`config.mk`:
```
export PLATFORM = sky130hd
export DESIGN_NAME = load_store_unit
export DESIGN_NICKNAME = d
export VERILOG_FILES = /design/src/rtl/load_store_unit.sv
export SDC_FILE = /design/constraint.sdc
export NUM_CORES = 1
export LEC_CHECK = 0
export CORE_MARGIN = 2
export CORE_UTILIZATION = 47
export DETAILED_ROUTE_END_ITERATION = 12
export HOLD_SLACK_MARGIN = 0.02
export PLACE_DENSITY_LB_ADDON = 0.12
export SETUP_SLACK_MARGIN = 0.02
export SYNTH_ARGS = -nofsm -noshare
export SYNTH_HDL_FRONTEND = slang
export SYNTH_SLANG_ARGS = --single-unit
```
`constraint.sdc`:
```
create_clock -name clk -period 8.34 [get_ports clk]
set_input_delay 2.085 -clock clk [delete_from_list [all_inputs] [get_ports clk]]
set_output_delay 2.085 -clock clk [all_outputs]
set_load 0.01 [all_outputs]
```
`src/rtl/load_store_unit.sv`:
```
// Load/store unit: turns a held controller memory request into a valid/ready bus access,
// with store lane steering, load extension and a bus timeout. Optional: MISALIGN_TRAP_EN.
module load_store_unit #(
  parameter int unsigned TIMEOUT_CYCLES = 256,
  parameter int unsigned TO_W           = 9
) (
  input  logic        clk,
  input  logic        rst,
  input  logic        req_read_i,
  input  logic        req_write_i,
  input  logic [2:0]  funct3_i,
  input  logic [31:0] addr_i,
  input  logic [31:0] wdata_i,
  output logic        stall_o,
  output logic [31:0] rdata_o,
  output logic        bus_valid_o,
  output logic        bus_we_o,
  output logic [31:0] bus_addr_o,
  output logic [3:0]  bus_wstrb_o,
  output logic [31:0] bus_wdata_o,
  input  logic        bus_ready_i,
  input  logic [31:0] bus_rdata_i,
  output logic        bus_err_o,
  output logic        misalign_o
);

  typedef enum logic [1:0] {S_IDLE, S_BUS, S_DONE} state_t;

  localparam bit            TO_EN   = (TIMEOUT_CYCLES != 0);
  localparam logic [TO_W-1:0] TO_LAST = TO_W'(TO_EN ? TIMEOUT_CYCLES - 1 : 0);

  state_t          state_q, state_d;
  logic            we_q;
  logic [2:0]      funct3_q;
  logic [1:0]      off_q;
  logic [31:0]     bus_addr_q, bus_wdata_q, rdata_q;
  logic [3:0]      bus_wstrb_q;
  logic            bus_err_q, misalign_q;
  logic [TO_W-1:0] cnt_q;

  logic        req, mis_req, latch, go_mis, load_done, to_fire, timeout_hit;
  logic [3:0]  wstrb_d;
  logic [31:0] wdata_d, load_d;
  logic [7:0]  lane_b;
  logic [15:0] lane_h;

  assign req         = req_read_i | req_write_i;
  assign timeout_hit = TO_EN && (cnt_q == TO_LAST);

`ifdef MISALIGN_TRAP_EN
  assign mis_req = ((funct3_i[1:0] == 2'b01) && addr_i[0]) ||
                   (funct3_i[1] && (addr_i[1:0] != 2'b00));
`else
  assign mis_req = 1'b0;
`endif

  // Store steering; funct3[1:0] selects size, anything not byte/half is a word.
  always_comb begin
    wstrb_d = 4'b1111;
    wdata_d = wdata_i;
    case (funct3_i[1:0])
      2'b00: begin
        wstrb_d = 4'b0001 << addr_i[1:0];
        wdata_d = {4{wdata_i[7:0]}};
      end
      2'b01: begin
        wstrb_d = addr_i[1] ? 4'b1100 : 4'b0011;
        wdata_d = {2{wdata_i[15:0]}};
      end
      default: ;
    endcase
  end

  assign lane_b = bus_rdata_i[{off_q, 3'b000} +: 8];
  assign lane_h = off_q[1] ? bus_rdata_i[31:16] : bus_rdata_i[15:0];

  // funct3[2] set means unsigned (lbu/lhu).
  always_comb begin
    load_d = bus_rdata_i;
    case (funct3_q[1:0])
      2'b00:   load_d = {{24{~funct3_q[2] & lane_b[7]}}, lane_b};
      2'b01:   load_d = {{16{~funct3_q[2] & lane_h[15]}}, lane_h};
      default: ;
    endcase
  end

  always_comb begin
    state_d   = state_q;
    latch     = 1'b0;
    go_mis    = 1'b0;
    load_done = 1'b0;
    to_fire   = 1'b0;
    case (state_q)
      S_IDLE: begin
        if (req) begin
          latch = 1'b1;
          if (mis_req) begin
            go_mis  = 1'b1;
            state_d = S_DONE;
          end else begin
            state_d = S_BUS;
          end
        end
      end
      S_BUS: begin
        if (bus_ready_i) begin
          load_done = 1'b1;
          state_d   = S_DONE;
        end else if (timeout_hit) begin
          to_fire = 1'b1;
          state_d = S_DONE;
        end
      end
      S_DONE:  state_d = S_IDLE;
      default: state_d = S_IDLE;
    endcase
  end

  always_ff @(posedge clk or posedge rst) begin
    if (rst) begin
      state_q     <= S_IDLE;
      we_q        <= 1'b0;
      funct3_q    <= 3'b000;
      off_q       <= 2'b00;
      bus_addr_q  <= '0;
      bus_wstrb_q <= '0;
      bus_wdata_q <= '0;
      rdata_q     <= '0;
      bus_err_q   <= 1'b0;
      misalign_q  <= 1'b0;
      cnt_q       <= '0;
    end else begin
      state_q    <= state_d;
      bus_err_q  <= to_fire;
      misalign_q <= go_mis;
      if (latch) begin
        funct3_q <= funct3_i;
        off_q    <= addr_i[1:0];
        if (!mis_req) begin
          we_q        <= req_write_i;
          bus_addr_q  <= {addr_i[31:2], 2'b00};
          bus_wstrb_q <= wstrb_d;
          bus_wdata_q <= wdata_d;
        end
      end
      if (state_q == S_BUS && !bus_ready_i && !timeout_hit)
        cnt_q <= cnt_q + TO_W'(1);
      else
        cnt_q <= '0;
      if (load_done && !we_q)
        rdata_q <= load_d;
      else if (to_fire || go_mis)
        rdata_q <= '0;
    end
  end

  // bus_valid decodes state only, so reset drops it immediately.
  assign bus_valid_o = (state_q == S_BUS);
  assign stall_o     = req & (state_q != S_DONE);
  assign bus_we_o    = we_q;
  assign bus_addr_o  = bus_addr_q;
  assign bus_wstrb_o = bus_wstrb_q;
  assign bus_wdata_o = bus_wdata_q;
  assign rdata_o     = rdata_q;
  assign bus_err_o   = bus_err_q;
  assign misalign_o  = misalign_q;

endmodule

```
# ---- Word-level counts from Yosys, hierarchy flattened
# Cells that the tools add are included.
dict set report word_totals {
  reg_bits 116
  elab_cells 55
}
dict set report classes {
  n_mux 19
  n_addsub 1
  n_eq_ne 7
  n_shift 2
  bitwise 5
  n_reduce_logical 11
}
# operator count
set op_table {}
lappend op_table {{one-hot mux 32 bit (2 select lines)} 2}
lappend op_table {{two-way mux 32 bit} 2}
lappend op_table {{indexed part select 32 x 6 -> 8 bit} 1}
lappend op_table {{two-way mux 16 bit} 1}
lappend op_table {{adder 9 x 1 -> 9 bit (second input constant)} 1}
lappend op_table {{== test 9 x 8 -> 1 bit (second input constant)} 1}
lappend op_table {{two-way mux 9 bit} 1}
lappend op_table {{one-hot mux 4 bit (2 select lines)} 1}
lappend op_table {{two-way mux 1 bit} 7}
lappend op_table {{== test 2 x 1 -> 1 bit (second input constant)} 3}
lappend op_table {{zero test 2 bit} 3}
lappend op_table {{two-way mux 2 bit} 3}
lappend op_table {{two-way mux 4 bit} 1}
lappend op_table {{inequality test 2 bit (second input constant)} 2}
lappend op_table {{one-hot mux 2 bit (2 select lines)} 1}
lappend op_table {{left shift 1 x 2 -> 4 bit (first input constant)} 1}
lappend op_table {{bitwise AND 1 bit} 3}
lappend op_table {{logical AND 1 bit} 3}
lappend op_table {{zero test 1 bit} 3}
lappend op_table {{inequality test 3 x 1 -> 1 bit (second input constant)} 1}
lappend op_table {{AND reduction 2 bit} 1}
lappend op_table {{nonzero test 2 bit} 1}
lappend op_table {{NOT 1 bit} 1}
lappend op_table {{OR 1 bit} 1}

# ---- Longest topological paths before layout
# Gate-level depths: netlist (run 1).
dict set report logic_depth {
  word_depth 6
  mapped_depth 9
  ltp_nobuf 8
}

# ---- Worst setup path after synthesis (run 1)
# No wires, ideal clock.
dict set report synth_path {
  path_type {input to output}
  from {input port req_write_i}
  to {output port stall_o}
  path_stages 2
  required_ps 6255
  path_buffers 0
  path_slack_ps 3933
  arrival_time_ps 2322
  cell_sequence {nor2_1 -> a21oi_1}
}
dict set report synth_between {
  elab_chain_cells 2
}
# item line
set synth_rtl {}
lappend synth_rtl {{start: declaration} 10} ;# input logic req_write_i,
lappend synth_rtl {{OR 1 bit} 47} ;# assign req = req_read_i | req_write_i;
lappend synth_rtl {{bitwise AND 1 bit} 159} ;# assign stall_o = req & (state_q != S_DONE);
lappend synth_rtl {{end: declaration} 14} ;# output logic stall_o,
# Every way passes these cells.

# ---- Final worst setup path (run 1)
# Ends and elaborated chain as after synthesis.

==> key figures, run 1 <==
Clock tree
  – Hold Buf Count CTS: 0
  – Clock Path Buffers: 2
  – Resize count post-CTS: 0
  – TritonCTS clock tree: built
  – CTS Root Cell: clkbuf_16
  – Clock sink count: 116
  – CTS buffer count: 17
  – Clock latency on the worst-skew pair: 410 ps
  – Post-CTS Setup Bufs: 0
  – Reg clk slew, reported paths: 50 ps
  – Htree depth: 4

Finish
  – Multi-input logic area: 2205 sq um
  – Antenna Cells: 0
  – Fillers: 838
  – Share of cells above drive strength 1: 0.07692
  – Area growth syn-to-layout: 50.32%
  – Reg area: 2903 sq um
  – Nets: 849

Critical path
  – Worst path most repeated cell: clkdlybuf4s50_1
  – CP startpoint kind: primary input
  – Slowest CP cell: clkdlybuf4s50_1
  – Critical Path Sink Type: primary output
  – Worst EP arrival: 3390 ps
  – CP bufs+invs: 2
  – CP cell instances: clkdlybuf4s50_1 > nor2_1 > a21oi_1 > clkdlybuf4s50_1
  – Crit path max fanout: 3
  – Crit-path max cell delay: 550 ps
  – Top delay family on crit path: buffers and inverters
  – Required time worst endpoint: 6260 ps
  – WS Path Type: in -> out

Detailed routing
  – Total wire length: 15340 um
  – # DRC: 0
  – Remaining antenna violation count: 0
  – Avg Vias per Cell: 5.308
  – Routed vias: 4745
  – DR pass1 iterations: 5
  – Routed len/inst: 17.15 um
  – Iteration-0 DRC count of the detailed router: 266

Pwr
  – Pwr Density: 361.8 nW/um^2
  – Max rail drop VDD: 0.2608 mV
  – Leak Pwr: 3.680 nW
  – Final Power: 2.895 mW

Timing
  – Clk_skew: 5.312 ps
  – Worst Tran Pin Value: 1123 ps
  – Hold Vio Cnt, Final: 0
  – Final worst path period need: 5476 ps
  – Setup_tns: 0 ps
  – Pins Over Slew Limit: 0
  – Maximum clock rate: 0.1826 GHz
  – Max_slew headroom: 0.2514
  – Unrepaired setup endpoints after global routing: false
  – Final period util: 0.6566
  – Setup violators final: 0
  – Fin Hold WS: 470.5 ps

Logic synthesis
  – Top cells by area, synth: dfrtp_1 55%, nand2_1 12%, mux2i_1 4.7%
  – Top FF cell, synth: dfrtp_1
  – Synth Cell Area: 5324 sq um
  – Register area share after synthesis: 0.5452
  – Synth top area share: 0.5452
  – Asr flop ratio synth: 1.000
  – Syn Area/Cell: 9.645 sq um
  – Area leader, netlist: dfrtp_1
  – Syn Inst Count: 552
  – Post-synth EDFFs: 0
  – Flops & latches, synth: 116
  – Distinct cells, synth: 46
  – Yosys warnings: 0

GRT
  – Largest net degree at the start of global routing: 74
  – GRT Residual Overflow: 0
  – Initial antenna violation count: 0
  – Vias in the first global route: 4827
  – First-pass GRT wire length: 25300 um
  – Gr usage total: 0.2595

Die
  – Core ar.: 10940 sq um
  – Initial Utilization: 0.4868
  – Die ar.: 12190 sq um
  – I/O pins: 209
  – Die Width: 110.4 um
  – DIE HEIGHT: 110.4 um
  – Rows: 38

Status
  – Run status: completed

Worst hold path
  – Min-delay worst type: reg -> reg

Job
  – Max Cap Viol: 0

Placement
  – IO Port Bufs: 205
  – GP Congestion: 0.8380
  – Post-DP HPWL: 10800 um
cell type report:
cell class / instances / share of cell area
inverters: 15 / 0.007348
flip-flops and latches: 116 / 0.3627
well taps: 140 / 0.02189
clock buffers: 26 / 0.06363
repair buffers: 209 / 0.2602
multi-input cells: 384 / 0.2755
clock inverters: 4 / 0.008755
registers in the layout, indices dropped and copies added (netlist names):
register / count
rdata_o: 32
bus_wdata_o: 32
off_q: 2
state_q: 2
bus_we_o: 1
bus_addr_o: 30
bus_err_o: 1
funct3_q: 3
cnt_q: 9
bus_wstrb_o: 4
cells by family after synthesis:
family | share of synthesized area
simple gates | 0.1864
buf+inv | 0.04512
flops | 0.5452
compound gates | 0.1391
fa+ha+maj | 0.004700
xor+xnor | 0.009873
other cells | 0.0007044
mux | 0.06886
cell usage after synthesis, types with 5 or more instances:
| cell | instances |
|---|---|
| nor2_1 | 25 |
| a221o_2 | 9 |
| a21oi_1 | 17 |
| and3_1 | 5 |
| nand3b_1 | 7 |
| o21ai_0 | 37 |
| a221o_1 | 6 |
| mux2i_1 | 25 |
| mux2_2 | 7 |
| a21o_1 | 8 |
| a221oi_1 | 15 |
| buf_2 | 8 |
| nand2b_1 | 10 |
| clkbuf_1 | 24 |
| inv_1 | 15 |
| dfrtp_1 | 116 |
| nand2_1 | 171 |
per-stage QoR:
step	area, sq um	std cells	util	setup slack, ps
global route	8003	894	0.7318	2757
finish	8003	894	0.7318	2864
detailed placement	7423	864	0.6788	2875
global placement	7423	864	0.6788	2868
floorplan	5331	554	-	3183
CTS	8003	894	0.7318	2859
worst register-to-register path: cells and delay by family, from the launching register on:
family,cells,cell delay [ps]
compound gates,2,1190
flops,1,390
fa+ha+maj,2,440
simple gates,3,520
path summary, 6_finish.rpt:
path	startpoint	to	slack [ps]	cells past startpoint
max in group asynchronous	rst	bus_wstrb_o[1]$_DFFE_PP0P_	4970	3
hold reg to reg	cnt_q[0]$_DFF_PP0_	cnt_q[0]$_DFF_PP0_	470	1
setup / recovery	req_write_i	stall_o	2860	4
min in group asynchronous	rst	bus_addr_o[11]$_DFFE_PP0P_	2080	2
hold / removal	cnt_q[0]$_DFF_PP0_	cnt_q[0]$_DFF_PP0_	470	1
setup reg to reg	cnt_q[0]$_DFF_PP0_	rdata_o[19]$_DFFE_PP0P_	5740	7
layout by cell type (no fill, tap or decap), drive strengths merged, types with 2 or more instances in the layout:
cell	Yosys	routed
a21oi	18	18
inv	15	15
a31oi	3	3
nand3b	7	7
a221o	15	15
ha	2	2
mux2i	25	25
a221oi	15	15
nand2	171	171
bufinv	0	2
nand3	3	3
dfrtp	116	116
nor2b	3	3
and3	5	5
nand2b	10	10
buf	14	4
clkinv	0	2
xnor2	3	3
clkdlybuf4s50	0	205
a21o	8	8
conb	1	3
mux2	8	8
o21ai	37	37
xor2	3	3
nor3b	3	3
a211o	2	2
nor2	28	28
clkbuf	25	26
where the power goes:
part           leakage [nW]  internal [mW]  total [mW]  switching [mW]
Combinational          1.93          0.631        1.20           0.566
Sequential             1.46          0.797       0.984           0.187
Clock                 0.286          0.474       0.715           0.240
Total                  3.68           1.90        2.90           0.993
layer usage:
metal  vias to the layer above  GRT usage  wire length, um
li1                       2240          -                -
met1                      2310     0.3245             6425
met2                       171     0.4241             7519
met3                        24    0.08507             1090
met4                         0    0.09167              301
met5                         -          0                0
(Power assumes the default switching activity.)
==> run 2, diff against run 1 <==
--- a/config.mk
+++ b/config.mk
@@ -6,7 +6,7 @@
 export NUM_CORES = 1
 export LEC_CHECK = 0
 export CORE_MARGIN = 2
-export CORE_UTILIZATION = 47
+export CORE_UTILIZATION = 44
 export DETAILED_ROUTE_END_ITERATION = 12
 export HOLD_SLACK_MARGIN = 0.02
 export PLACE_DENSITY_LB_ADDON = 0.12
==> constraint.sdc (replaced) <==
create_clock -name clk -period 5.6 [get_ports clk]
set_input_delay 1.4 -clock clk [delete_from_list [all_inputs] [get_ports clk]]
set_output_delay 1.4 -clock clk [all_outputs]
set_load 0.01 [all_outputs]
==> run 2 against run 1 <==
- count of clock-buffer cells in the layout is 7 lower
- cell count is 1.0% higher
- die area rose by 6.6%
- hold slack worse by 11 ps
- cell area is 0.81% higher
- core utilization is 5.4 points lower
- register-to-register slack worse by 2700 ps
- wire length grew 0.64%
- first-iteration DRC count increased by 2.6%
- critical path type unchanged
==> key figures, run 2 (synthesis results as in run 1) <==
Status
  – Run status: completed

Detailed routing
  – Iteration-0 DRC count of the detailed router: 273 (+2.6%)
  – DR pass1 iterations: 4 (-1)
  – Avg Vias per Cell: 5.218 (-1.7%)
  – Remaining antenna violation count: 0 (unchanged)
  – Routed vias: 4712 (-0.70%)
  – Total wire length: 15430 um (+0.64%)
  – Routed len/inst: 17.09 um (-0.36%)
  – # DRC: 0 (unchanged)

GRT
  – Largest net degree at the start of global routing: 81 (+9.5%)
  – GRT Residual Overflow: 0 (unchanged)
  – Initial antenna violation count: 0 (unchanged)
  – Vias in the first global route: 4655 (-3.6%)
  – First-pass GRT wire length: 24250 um (-4.2%)
  – Gr usage total: 0.2431 (-0.01639)

Critical path
  – Required time worst endpoint: 4200 ps (-2060 ps)
  – CP bufs+invs: 2 (unchanged)
  – Crit path max fanout: 3 (unchanged)
  – CP cell instances: clkdlybuf4s50_1 > nor2_1 > a21oi_1 > clkdlybuf4s50_1
  – Crit-path max cell delay: 550 ps (about the same)
  – Slowest CP cell: clkdlybuf4s50_1
  – Top delay family on crit path: buffers and inverters
  – WS Path Type: in -> out
  – Critical Path Sink Type: primary output
  – Worst EP arrival: 2750 ps (-640 ps)
  – CP startpoint kind: primary input
  – Worst path most repeated cell: clkdlybuf4s50_1

Die
  – Die ar.: 13000 sq um (+6.6%)
  – Die Width: 114 um (+3.2%)
  – I/O pins: 209 (unchanged)
  – DIE HEIGHT: 114 um (+3.2%)
  – Core ar.: 11910 sq um (+8.9%)
  – Initial Utilization: 0.4470 (-0.03989)
  – Rows: 40 (+5.3%)

Finish
  – Nets: 850 (+0.12%)
  – Commonest non-fill, non-tap cell in the layout: clkdlybuf4s50_1
  – Fillers: 982 (+17%)
  – Final instance area: 8068 sq um (+0.81%)
  – Share of cells above drive strength 1: 0.08333 (+0.006410)
  – Commonest non-fill, non-tap cells in the layout: 205 x clkdlybuf4s50_1, 171 x nand2_1, 116 x dfrtp_1
  – Antenna Cells: 0 (unchanged)
  – Area growth syn-to-layout: 51.54%

Clock tree
  – Post-CTS Setup Bufs: 0 (unchanged)
  – CTS buffer count: 17 (unchanged)
  – Htree depth: 4 (unchanged)
  – Clock latency on the worst-skew pair: 420 ps (about the same)
  – TritonCTS clock tree: built
  – Clock Path Buffers: 2 (unchanged)
  – Hold Buf Count CTS: 0 (unchanged)
  – Clock sink count: 116 (unchanged)
  – CTS Root Cell: clkbuf_16
  – Reg clk slew, reported paths: 50 ps (about the same)
  – Resize count post-CTS: 0 (unchanged)

Job
  – Max Cap Viol: 0 (unchanged)

Placement
  – IO Port Bufs: 205 (unchanged)
  – GP Congestion: 0.7917 (-5.5%)
  – Placed Area: 7440 sq um (+0.22%)
  – Post-DP HPWL: 10750 um (-0.51%)
  – Dpl ws: 1475 ps (-1400 ps)

Timing
  – Final worst slack: 1454 ps (-1410 ps)
  – Worst Tran Pin Value: 1038 ps (-84.58 ps)
  – Setup violators final: 0 (unchanged)
  – Max_slew headroom: 0.3078 (+0.05639)
  – Final worst path period need: 4146 ps
  – Unrepaired setup endpoints after global routing: false
  – Pins Over Slew Limit: 0 (unchanged)
  – Final period util: 0.7404
  – Clk_skew: 6.783 ps (+1.471 ps)
  – Hold Vio Cnt, Final: 0 (unchanged)
  – Maximum clock rate: 0.2412 GHz
  – Setup_tns: 0 ps (unchanged)

Pwr
  – Pwr Density: 547.7 nW/um^2 (+51%)
  – Leak Pwr: 3.715 nW (+0.94%)
  – Sw Ratio: 0.3398 (-0.003270)
  – Final Power: 4.419 mW (+53%)
  – Internal: 2.917 mW (+53%)
  – Clock share of power: 0.263 (+0.016)
  – Switching Power: 1.501 mW (+51%)
  – Max rail drop VDD: 0.3252 mV (+25%)
  – Register share of total power: 0.332 (-0.008)
  – Comb power frac: 0.405 (-0.008)

Worst hold path
  – Min-delay worst type: reg -> reg
==> run 2: power groups by stage <==
stage                     sequential [mW]  clock (mW)  combinational (mW)
after floorplan                      1.53           0               0.788
after global placement               1.45           0                1.75
after detailed placement             1.47           0                1.80
after CTS                            1.47        1.18                1.81
after global routing                 1.52        1.22                1.95
final                                1.47        1.16                1.79
==> run 2: through the flow <==
step           cells  utilization  hold slack (ps)
6_report         903       0.6773            459.2
5_1_grt          903       0.6773            483.6
4_1_cts          903       0.6773            466.1
3_5_place_dp     872       0.6246            459.0
3_3_place_gp     872       0.6246            437.0
2_1_floorplan    554            -            425.1
==> run 2: cell type report <==
class                           instances  area (sq um)  area share
Inverter                               15         58.81    0.007289
Timing Repair Buffer                  210          2090      0.2590
Clock inverter                         12         185.2     0.02295
Sequential cell                       116          2903      0.3598
Multi-Input combinational cell        384          2205      0.2733
Clock buffer                           19         442.9     0.05490
Tap cell                              147         183.9     0.02280
==> run 2: final timing paths <==
path / from / to / slack, ps / depth (start not counted)
min reg2reg: cnt_q[0]$_DFF_PP0_ / cnt_q[0]$_DFF_PP0_ / 460 / 1
max reg2reg: off_q[1]$_DFFE_PP0P_ / rdata_o[20]$_DFFE_PP0P_ / 3090 / 4
min in group asynchronous: rst / bus_addr_o[26]$_DFFE_PP0P_ / 1380 / 2
min: cnt_q[0]$_DFF_PP0_ / cnt_q[0]$_DFF_PP0_ / 460 / 1
max in group asynchronous: rst / rdata_o[4]$_DFFE_PP0P_ / 3210 / 3
max: req_write_i / stall_o / 1450 / 4
==> run 2: metal layers <==
layer | wire (um) | vias up | GRT usage
met3 | 1112 | 28 | 0.07758
met1 | 6592 | 2261 | 0.3040
met2 | 7328 | 173 | 0.3869
met4 | 400 | 0 | 0.1106
met5 | 0 | - | 0
li1 | - | 2250 | -
==> run 3, diff against run 2 <==
--- a/config.mk
+++ b/config.mk
@@ -6,7 +6,7 @@
 export NUM_CORES = 1
 export LEC_CHECK = 0
 export CORE_MARGIN = 2
-export CORE_UTILIZATION = 44
+export CORE_UTILIZATION = 40
 export DETAILED_ROUTE_END_ITERATION = 12
 export HOLD_SLACK_MARGIN = 0.02
 export PLACE_DENSITY_LB_ADDON = 0.12
==> constraint.sdc (replaced) <==
create_clock -name clk -period 3.8 [get_ports clk]
set_input_delay 0.95 -clock clk [delete_from_list [all_inputs] [get_ports clk]]
set_output_delay 0.95 -clock clk [all_outputs]
set_load 0.01 [all_outputs]
==> run 3 against run 2 <==
- sequential share of layout area is 0.20 points lower
- global-route usage is 2.0 points lower
- critical path depth stayed put
- first-iteration DRC count is 36% higher
- power is 45% higher
- register-to-register slack worse by 1800 ps
- largest power group unchanged
==> key figures, run 3 (synthesis results as in run 1) <==
Critical path
  – Crit path max fanout: 3 (unchanged)
  – CP Launch Point: req_write_i
  – CP startpoint kind: primary input
  – Worst EP arrival: 2260 ps (-490 ps)
  – R2R depth: 7 (+3)
  – Required time worst endpoint: 2850 ps (-1350 ps)
  – Reg2reg setup slack: 1330 ps (-1760 ps)
  – FF-to-FF End: rdata_o[16]$_DFFE_PP0P_
  – Critical Path Sink Type: primary output
  – Worst R2R Start: cnt_q[0]$_DFF_PP0_
  – WS Path Type: in -> out

Finish
  – Area growth syn-to-layout: 52.39%
  – Share of cells above drive strength 1: 0.08673 (+0.003395)
  – Fillers: 1161 (+18%)
  – Commonest non-fill, non-tap cell in the layout: clkdlybuf4s50_1
  – Commonest non-fill, non-tap cells in the layout: 205 x clkdlybuf4s50_1, 171 x nand2_1, 116 x dfrtp_1
  – Antenna Cells: 0 (unchanged)
  – Nets: 854 (+0.47%)
  – Layout Cells excl Fill: 937 (+3.8%)

Placement
  – Placed cell count: 905 (+3.8%)
  – Dpl ws: 595.5 ps (-879.7 ps)
  – IO Port Bufs: 205 (unchanged)
  – GP Congestion: 0.8333 (+5.3%)
  – Post-DP HPWL: 11000 um (+2.3%)

Worst hold path
  – WHS Path Cells: 1 (unchanged)
  – Min-delay worst type: reg -> reg
  – Hold path start: cnt_q[0]$_DFF_PP0_
  – Hold worst-path end: cnt_q[0]$_DFF_PP0_

Pwr
  – Final Power: 6.410 mW (+45%)
  – Leak Pwr: 3.703 nW (-0.31%)
  – Max rail drop VDD: 0.4919 mV (+51%)
  – Pwr Density: 790.1 nW/um^2 (+44%)

GRT
  – Vias in the first global route: 4881 (+4.9%)
  – Largest net degree at the start of global routing: 58 (-28%)
  – GRT Residual Overflow: 0 (unchanged)
  – Gr usage total: 0.2233 (-0.01988)
  – Initial antenna violation count: 0 (unchanged)
  – First-pass GRT wire length: 24890 um (+2.6%)

Timing
  – Final period util: 0.8453
  – Setup violators final: 0 (unchanged)
  – Final worst path period need: 3212 ps
  – Unrepaired setup endpoints after global routing: false
  – Clk_skew: 5.727 ps (-1.056 ps)
  – Worst Tran Pin Value: 1037 ps (-0.8643 ps)
  – Final worst slack: 587.9 ps (-866.0 ps)
  – Max_slew headroom: 0.3083 (+0.0005760)
  – Hold Vio Cnt, Final: 0 (unchanged)
  – Setup_tns: 0 ps (unchanged)
  – Pins Over Slew Limit: 0 (unchanged)
  – Maximum clock rate: 0.3113 GHz

Clock tree
  – CTS buffer count: 17 (unchanged)
  – Clock Path Buffers: 2 (unchanged)
  – Post-CTS Setup Bufs: 0 (unchanged)
  – Resize count post-CTS: 0 (unchanged)
  – CTS Root Cell: clkbuf_16
  – Hold Buf Count CTS: 0 (unchanged)
  – Htree depth: 4 (unchanged)
  – Clock sink count: 116 (unchanged)
  – Reg clk slew, reported paths: 50 ps (about the same)
  – Clock latency on the worst-skew pair: 410 ps (about the same)
  – TritonCTS clock tree: built

Detailed routing
  – # DRC: 0 (unchanged)
  – Total wire length: 15470 um (+0.25%)
  – Avg Vias per Cell: 5.014 (-3.9%)
  – DR pass1 iterations: 5 (+1)
  – Iteration-0 DRC count of the detailed router: 372 (+36%)
  – Routed vias: 4698 (-0.30%)
  – Remaining antenna violation count: 0 (unchanged)
  – Routed len/inst: 16.51 um (-3.4%)

Die
  – I/O pins: 209 (unchanged)
  – Rows: 42 (+5.0%)
  – Initial Utilization: 0.4052 (-0.04172)
  – Die Width: 119.4 um (+4.7%)
  – Core ar.: 13140 sq um (+10%)
  – Die ar.: 14250 sq um (+9.6%)
  – DIE HEIGHT: 119.4 um (+4.7%)

Job
  – Max Cap Viol: 0 (unchanged)

Status
  – Run status: completed
run 3: cell types whose count changed in the layout (fill, tap and decap cells not counted):
cell	before	now
clkbuf_8	1	3
clkbuf_1	1	3
clkinv_2	7	4
clkinvlp_4	0	4
inv_4	1	0
buf_4	5	7
buf_12	0	2
bufinv_16	5	2
run 3: area by class of cell:
class	instances	area (sq um)	share of cell area
Multi-Input combinational cell	384	2205	0.2717
Clock buffer	23	478.0	0.05891
Clock inverter	9	102.6	0.01265
Timing Repair Buffer	214	2145	0.2643
Tap cell	176	220.2	0.02714
Sequential cell	116	2903	0.3578
Inverter	15	60.06	0.007403
run 3: where the power goes:
part / internal [mW] / switching, mW
Combinational: 1.42 / 1.34
Sequential: 1.75 / 0.338
Clock: 1.01 / 0.556
run 3: critical path, stage by stage:
cell and delay [ps]:
clkdlybuf4s50_1 550, nor2_1 90, a21oi_1 120, clkdlybuf4s50_1 550
run 3: worst max path at each step:
stage               slack [ps]                          to
floorplan                 1440  bus_addr_o[10]$_DFFE_PP0P_
global placement           590                     stall_o
detailed placement         600                     stall_o
CTS                        580                     stall_o
global route               490                     stall_o
finish                     590                     stall_o
run 3: per-stage QoR:
step | utilization | hold slack [ps] | instance area (sq um)
after CTS | 0.6175 | 476.0 | 8113
after global routing | 0.6175 | 495.8 | 8113
after floorplan | - | 425.1 | 5335
final | 0.6175 | 470.3 | 8113
after detailed placement | 0.5733 | 464.5 | 7532
after global placement | 0.5733 | 438.6 | 7532
run 3: metal layers:
metal | vias to the layer above | global-route usage | wire length, um
met5 | - | 0 | 0
met4 | 0 | 0.09338 | 324
met3 | 25 | 0.08333 | 1330
met2 | 152 | 0.3531 | 7292
met1 | 2271 | 0.2756 | 6525
li1 | 2250 | - | -
